File: src/rtl/alu_result_stage_pkg.sv
// Shared definitions for the ALU result-capture stage: widths, the stored
// result entry and the opcode tags also used by the ALU and control unit.
package alu_result_stage_pkg;

  localparam int DATA_W = 32;
  localparam int OP_W   = 5;

  typedef struct packed {
    logic [DATA_W-1:0] hi;
    logic [DATA_W-1:0] lo;
    logic [OP_W-1:0]   op;
  } result_entry_t;

  // Opcode tags carried alongside each result.
  localparam logic [OP_W-1:0] OP_AND = 5'h00;
  localparam logic [OP_W-1:0] OP_OR  = 5'h01;
  localparam logic [OP_W-1:0] OP_XOR = 5'h02;
  localparam logic [OP_W-1:0] OP_NOT = 5'h03;
  localparam logic [OP_W-1:0] OP_ADD = 5'h04;
  localparam logic [OP_W-1:0] OP_SUB = 5'h05;
  localparam logic [OP_W-1:0] OP_SHL = 5'h06;
  localparam logic [OP_W-1:0] OP_SHR = 5'h07;
  localparam logic [OP_W-1:0] OP_MUL = 5'h08;
  localparam logic [OP_W-1:0] OP_DIV = 5'h09;

endpackage

File: src/rtl/alu_result_stage_fifo_ctrl.sv
// Pointer/count bookkeeping for the result FIFO. Full and empty come from the
// occupancy count only, so pointer equality is never ambiguous.
module sync_fifo_ctrl #(
  parameter int DEPTH = 2,
  parameter int PTR_W = (DEPTH > 1) ? $clog2(DEPTH) : 1,
  parameter int CNT_W = $clog2(DEPTH + 1)
) (
  input  logic             clock,
  input  logic             clear,
  input  logic             push_req,
  input  logic             pop_req,
  output logic [PTR_W-1:0] wr_ptr,
  output logic [PTR_W-1:0] rd_ptr,
  output logic [CNT_W-1:0] count,
  output logic             in_ready,
  output logic             empty,
  output logic             push_ok,
  output logic             pop_ok,
  output logic             pop_err
);

  localparam logic [CNT_W-1:0] DEPTH_C = CNT_W'(DEPTH);
  localparam logic [PTR_W-1:0] LAST_C  = PTR_W'(DEPTH - 1);

  logic [CNT_W-1:0] count_next;

  assign empty   = (count == '0);
  assign push_ok = push_req && in_ready;
  assign pop_ok  = pop_req && !empty;
  assign pop_err = pop_req && empty;

  // NOTE: every variable written in an always_comb gets a default first, so
  // no path through the block can leave it unassigned and infer a latch.
  always_comb begin
    count_next = count;
    if (push_ok && !pop_ok) begin
      count_next = count + 1'b1;
    end else if (pop_ok && !push_ok) begin
      count_next = count - 1'b1;
    end
  end

  // NOTE: sequential state uses non-blocking assignments so every register
  // samples the pre-edge values, independent of statement order.
  always_ff @(posedge clock) begin
    if (clear) begin
      wr_ptr   <= '0;
      rd_ptr   <= '0;
      count    <= '0;
      in_ready <= 1'b1;
    end else begin
      if (push_ok) begin
        wr_ptr <= (wr_ptr == LAST_C) ? '0 : wr_ptr + 1'b1;
      end
      if (pop_ok) begin
        rd_ptr <= (rd_ptr == LAST_C) ? '0 : rd_ptr + 1'b1;
      end
      count    <= count_next;
      // Registered from the next count: a popped full FIFO reopens one cycle later.
      in_ready <= (count_next != DEPTH_C);
    end
  end

endmodule

File: src/rtl/alu_result_stage.sv
// Result-capture stage behind the ALU function units: a small FIFO of 64-bit
// results with flags, and a hi/lo gate onto the 32-bit datapath bus.
module alu_result_stage
  import alu_result_stage_pkg::*;
#(
  parameter int DATA_W = alu_result_stage_pkg::DATA_W,
  parameter int DEPTH  = 2,
  parameter int OP_W   = alu_result_stage_pkg::OP_W
) (
  input  logic              clock,
  input  logic              clear,
  input  logic              in_valid,
  output logic              in_ready,
  input  logic [DATA_W-1:0] in_hi,
  input  logic [DATA_W-1:0] in_lo,
  input  logic [OP_W-1:0]   in_op,
  output logic              out_valid,
  output logic [DATA_W-1:0] out_hi,
  output logic [DATA_W-1:0] out_lo,
  output logic [OP_W-1:0]   out_op,
  output logic              out_zero,
  output logic              out_neg,
  input  logic              pop,
  input  logic              zhi_out,
  input  logic              zlo_out,
  output logic [DATA_W-1:0] bus_out,
  output logic              err
);

  localparam int PTR_W = (DEPTH > 1) ? $clog2(DEPTH) : 1;
  localparam int CNT_W = $clog2(DEPTH + 1);

  logic [PTR_W-1:0] wr_ptr;
  logic [PTR_W-1:0] rd_ptr;
  logic [CNT_W-1:0] count;
  logic             empty;
  logic             push_ok;
  logic             pop_ok;
  logic             pop_err;
  result_entry_t    mem [DEPTH];
  result_entry_t    head;

  sync_fifo_ctrl #(
    .DEPTH (DEPTH),
    .PTR_W (PTR_W),
    .CNT_W (CNT_W)
  ) u_ctrl (
    .clock    (clock),
    .clear    (clear),
    .push_req (in_valid),
    .pop_req  (pop),
    .wr_ptr   (wr_ptr),
    .rd_ptr   (rd_ptr),
    .count    (count),
    .in_ready (in_ready),
    .empty    (empty),
    .push_ok  (push_ok),
    .pop_ok   (pop_ok),
    .pop_err  (pop_err)
  );

  // NOTE: storage is deliberately not reset; an entry is only visible while
  // count covers it, so stale contents after clear can never be observed.
  always_ff @(posedge clock) begin
    if (push_ok && !clear) begin
      mem[wr_ptr] <= '{hi: in_hi, lo: in_lo, op: in_op};
    end
  end

  always_ff @(posedge clock) begin
    if (clear) begin
      err <= 1'b0;
    end else if (pop_err || (zhi_out && zlo_out)) begin
      err <= 1'b1;
    end
  end

  assign head      = mem[rd_ptr];
  assign out_valid = !empty;

  // Head fields read as zero when empty so downstream branch logic sees clean flags.
  always_comb begin
    out_hi   = '0;
    out_lo   = '0;
    out_op   = '0;
    out_zero = 1'b0;
    out_neg  = 1'b0;
    if (out_valid) begin
      out_hi   = head.hi;
      out_lo   = head.lo;
      out_op   = head.op;
      out_zero = (head.lo == '0);
      out_neg  = head.lo[DATA_W-1];
    end
  end

  // hi takes precedence when both gates are raised; the conflict is flagged in err.
  always_comb begin
    bus_out = '0;
    if (out_valid) begin
      if (zhi_out) begin
        bus_out = out_hi;
      end else if (zlo_out) begin
        bus_out = out_lo;
      end
    end
  end

  // Tie off the count in this scope; occupancy decisions live in the controller.
  logic unused_count;
  assign unused_count = ^count;

endmodule
File: config.mk
export PLATFORM = sky130hd
export DESIGN_NAME = alu_result_stage
export DESIGN_NICKNAME = d
export VERILOG_FILES = /design/src/rtl/alu_result_stage_pkg.sv /design/src/rtl/alu_result_stage_fifo_ctrl.sv /design/src/rtl/alu_result_stage.sv
export SDC_FILE = /design/constraint.sdc
export NUM_CORES = 1
export LEC_CHECK = 0
export BUFFER_PORTS_ARGS = -buffer_cell sky130_fd_sc_hd__buf_2
export CORE_AREA = 2 2 187 115
export CTS_CLUSTER_DIAMETER = 150
export DETAILED_ROUTE_END_ITERATION = 16
export DIE_AREA = 0 0 189 117
export MAX_ROUTING_LAYER = met4
export SLEW_MARGIN = 20
export SYNTH_ARGS = -nofsm -noshare
export SYNTH_HDL_FRONTEND = slang
export SYNTH_SLANG_ARGS = --single-unit
export TNS_END_PERCENT = 30
File: constraint.sdc
create_clock -name clock -period 9.2 [get_ports clock]
set_input_delay 0.92 -clock clock [delete_from_list [all_inputs] [get_ports clock]]
set_output_delay 0.92 -clock clock [all_outputs]
set_load 0.02 [all_outputs]
# After elaboration in Yosys (flattened, before gate mapping)
# Memories as Yosys holds them, arrays and structs flattened. A register that Yosys moved wholly into a read port is not among the register bits.
# Cells that the tools add are included.
[word_totals] reg_bits=6 ramBits=138 inputBits=75 out_inout_bits=106 word_cells=41 mem_count=1
[mem_list] name="mem" words=2 width=69 read_ports=1 rd_clocked_by_memory_dff=1 write_ports=1 line="alu_result_stage.sv:40" source="result_entry_t mem [DEPTH];"
[op_classes] addsub=4 eq_ne=1 mux=16 reduce_logical=14
[op_table] op="32-bit two-way mux" count=5
[op_table] op="32-bit zero test" count=1
[op_table] op="1-bit two-way mux" count=8
[op_table] op="1-bit logical AND" count=7
[op_table] op="5-bit two-way mux" count=1
[op_table] op="1-bit zero test" count=4
[op_table] op="2-bit two-way mux" count=2
[op_table] op="1-bit adder, second input constant" count=2
[op_table] op="2-bit by 1-bit adder with 2-bit output, second input constant" count=1
[op_table] op="2-bit zero test" count=1
[op_table] op="2-bit inequality test, second input constant" count=1
[op_table] op="2-bit by 1-bit subtractor with 2-bit output, second input constant" count=1
[op_table] op="1-bit logical OR" count=1

# Depth between registers and ports, before layout
[logic_depth] ltp_word=7 ltp_mapped=7 mapped_depth_nobuf=6

# Cells and area by module
# Synthesis repeated with hierarchy kept, for this count alone.
[hier_totals] hier_cells=433 area_unflattened_um2=6024.5
[modules_own_cells] module="alu_result_stage" instances=1 cells_each=401 area_each_um2=5729.2 seq_area_each_um2=4164.0
[modules_own_cells] module="sync_fifo_ctrl" instances=1 cells_each=32 area_each_um2=295.3 seq_area_each_um2=100.1

# Worst setup path before layout
# Ideal clock, no wire load.
[synth_path] path_kind="input port to flip-flop" start="input port clear" end="memory mem[1][0] (netlist bit) (enable)" setup_ps=595 t_arrival_ps=6193 required_time_ps=8605 slack_ps=2412 stages=2 n_path_buf=1 path_cell_list="clkbuf_1 > nor3b_1"
[synth_between] elab_chain_len=4
[synth_lines] item="start: declaration" line="alu_result_stage.sv:11" source="input logic clear,"
[synth_lines] item="1-bit zero test" line="alu_result_stage.sv:65" source="if (push_ok && !clear) begin"
[synth_lines] item="1-bit logical AND" line="alu_result_stage.sv:65"
[synth_lines] item="1-bit two-way mux" line="alu_result_stage.sv:65"
[synth_lines] item="1-bit two-way mux (not written as such)" line="alu_result_stage.sv:66" source="mem[wr_ptr] <= '{hi: in_hi, lo: in_lo, op: in_op};"
[synth_lines] item="end: declaration" line="alu_result_stage.sv:40"
# Every way passes these cells.

# Final worst setup path
[layout_path] start="input port zhi_out" end="output port bus_out[26]"
[layout_between] elab_chain_len=2
[layout_lines] item="start: declaration" line="alu_result_stage.sv:24" source="input logic zhi_out,"
[layout_lines] item="32-bit two-way mux" line="alu_result_stage.sv:101" source="if (zhi_out) begin"
[layout_lines] item="32-bit two-way mux" line="alu_result_stage.sv:100" source="if (out_valid) begin"
[layout_lines] item="end: declaration" line="alu_result_stage.sv:26" source="output logic [DATA_W-1:0] bus_out,"
# Every way passes these cells.

==> summary.md <==
| Metric | Value |
|---|---|
| Status | finished clean |
| Final period util | between 30% and 40% |
| Drt first pass iters | 5 |
| Worst clock skew | 0.007658 ns |
| Routed via count | between 4000 and 5000 |
| Max Clk Rate | 273.9 MHz |
| Row Count | 41 |
| Crit path time final | ~3.7 ns |
| Ys flop type | edfxtp_1 |
| Initial DRC count | just over 200 |
| Cell area after synthesis | approximately 6000 sq um |
| First-pass GRT wire length | around 22000 microns |
| Fin. max-slew vios | 0 |
| RSZ-0062 raised after global routing | no |
| CP startpoint | zhi_out |
| Cts repair resizes | 0 |
| Layout cells sized above 1 | roughly a third |
| Count of cell types in the netlist | 35 |
| Die Footprint | 22110 sq um |
| Worst-path maximum fanout | 34 |
| Vias in the first global route | ~3800 |
| # fillers | 2034 |
| Post-synth EDFFs | 138 |
| Number of setup violations in the final report | 0 |
| RD Place Congestion | between 0.8 and 0.9 |
| Post-CTS Setup Inserts | 0 |
| Cell Pwr Density | 301.9 nW/um^2 |
| DR WL/cell | about 17 microns |
| Worst r2r src | u_ctrl.count[0]$_SDFF_PP0_ |
| Critical path class | in2out |
| Final wirelength | about 15000 microns |
| Largest net degree at the start of global routing | 68 |
| Vias per cell | between 4 and 5 |
| Hold Fails Final Rpt | 0 |
| Peak supply drop | around 0.18 mV |
| Reg clk slew, reported paths | approximately 0.06 ns |
| Initial antenna violation count | 1 |
| Most frequent cells after synthesis | 138 x edfxtp_1, 80 x nor2_1, 70 x mux2i_1 |
| Yosys warnings | 0 |
| Grt total ovfl | 0 |
| Nets | between 600 and 700 |
| Worst-Skew Late Latency | ~0.4 ns |
| Worst Max-Slew Pin Slew | 1.008 ns |
| # IOs | between 150 and 200 |
| Hold Path Class | reg2reg |
| Post-synth ARST share | 0% |
| Starting density of the core | 29.30% |
| H-Tree Depth | 4 |
| Die span in x | 189 microns |
| Area Growth Syn to Fin | 29.31% |
| Total Power | 2.354 mW |
| Clock Tree Buf Depth | 2 |
| CTS Buf Count | 17 |
| Mean post-synth cell area | around 14 sq um |
| Die height | about 120 microns |
| Top cells by area, synth | edfxtp_1 69%, mux2i_1 12%, nor2_1 5.0% |
| Detailed placer's ending HPWL | 10480 microns |
| Seq/Total Area, Yosys | 71.07% |
| Crit path DAT | between 2 and 3 ns |
| Post-route cell area | approximately 7800 sq um |
| Clk root buf | clkbuf_16 |
| Overall Global Routing Usage | about 14% |
| Port bufs | 180 |
| Endpoint required time on the critical path | 8.28 ns |
| Max-cap viol count | 0 |
| FF+latch count, synth | 145 |
| CP Capture Type | output port |
| CTS sink cnt | between 100 and 150 |
| Most common cell in the netlist | edfxtp_1 |
| Core Area | 20570 sq um |
| Synth area leader | edfxtp_1 |
| Critical path launch point type | primary input |
| # DRC | 0 |
| TritonCTS clock tree | done |
| Remaining antenna violation count | 0 |
| Post-synth top area share | between 60 and 70% |
| Hold_sp | err$_SDFFE_PP0P_ |
| Setup Total Neg Slack | 0 ns |
| Cell count after synthesis | 435 |
| DP Area | 7222 sq um |
| Worst slew margin | 32.21% |
| Hold Buf Count CTS | 0 |
| Synth Net Count | between 500 and 600 |
| Leakage | around 3.0 nW |
power by group:
part	switching, mW	internal, mW
logic	0.585	0.280
registers	0.0392	0.786
clock network	0.265	0.399
logic make-up after synthesis:
group | after synthesis | share of synthesized area, %
AND/OR/NAND/NOR | 144 | 10.34
multiplexers | 70 | 11.62
flip-flops | 145 | 71.07
AO/OA/AOI/OAI | 42 | 3.840
XOR/XNOR | 3 | 0.4359
buffers and inverters | 29 | 2.283
adder cells (fa/ha/maj) | 2 | 0.4150
critical path, stage by stage:
cell     delay (ns)
buf_2          0.36
inv_1          0.16
nand3_2        0.62
o21ai_0        0.41
buf_2          0.22
registers in the layout, summed over array words and instances, names as in the netlist, named ones only:
name	count
err	1
mem	138
u_ctrl.count	2
u_ctrl.in_ready	1
u_ctrl.rd_ptr	1
u_ctrl.wr_ptr	1
metrics by stage:
stage	utilization, %	setup WS, ns	hold slack (ns)	std cells
2_1_floorplan	-	2.412	0.4725	435
3_3_place_gp	35.11	5.597	0.4606	875
3_5_place_dp	35.11	5.537	0.4740	875
4_1_cts	37.87	5.518	0.4910	906
5_1_grt	37.88	5.297	0.5262	907
6_report	37.89	5.549	0.4915	908
metal layers:
metal / part of all wire, % / global-route usage (%)
met3: 6.4 / 3.697
met4: 0.96 / 4.375
met1: 51 / 19.79
met5: 0 / -
met2: 41 / 19.49
path summary, 6_finish.rpt:
check                               endpoint  slack, ns  cells after the start
setup / recovery                 bus_out[26]       5.55                      5
hold / removal              err$_SDFFE_PP0P_       0.49                      2
setup reg to reg  u_ctrl.in_ready$_SDFF_PP1_       7.10                      7
hold reg to reg             err$_SDFFE_PP0P_       0.49                      2
cell type report:
cell class,count,area (sq um),share of cell area [%]
antenna,2,5.005,0.06421
clock buffer,19,432.9,5.554
clock inverter,12,135.1,1.734
inverter,4,15.01,0.1926
multi-input combinational,261,1624,20.83
sequential,145,4288,55.01
tap,279,349.1,4.478
timing repair buffer,186,945.9,12.13
layout by cell type, fill, tap and decap left out, drive strengths merged, types with 6 or more instances in the layout:
cell type,n
buf,186
edfxtp,138
nor2,80
mux2i,70
o21ai,34
nand2,33
clkbuf,19
nor4,11
dfxtp,7
inv,6
Note: power is estimated with default switching activity, not from simulation.
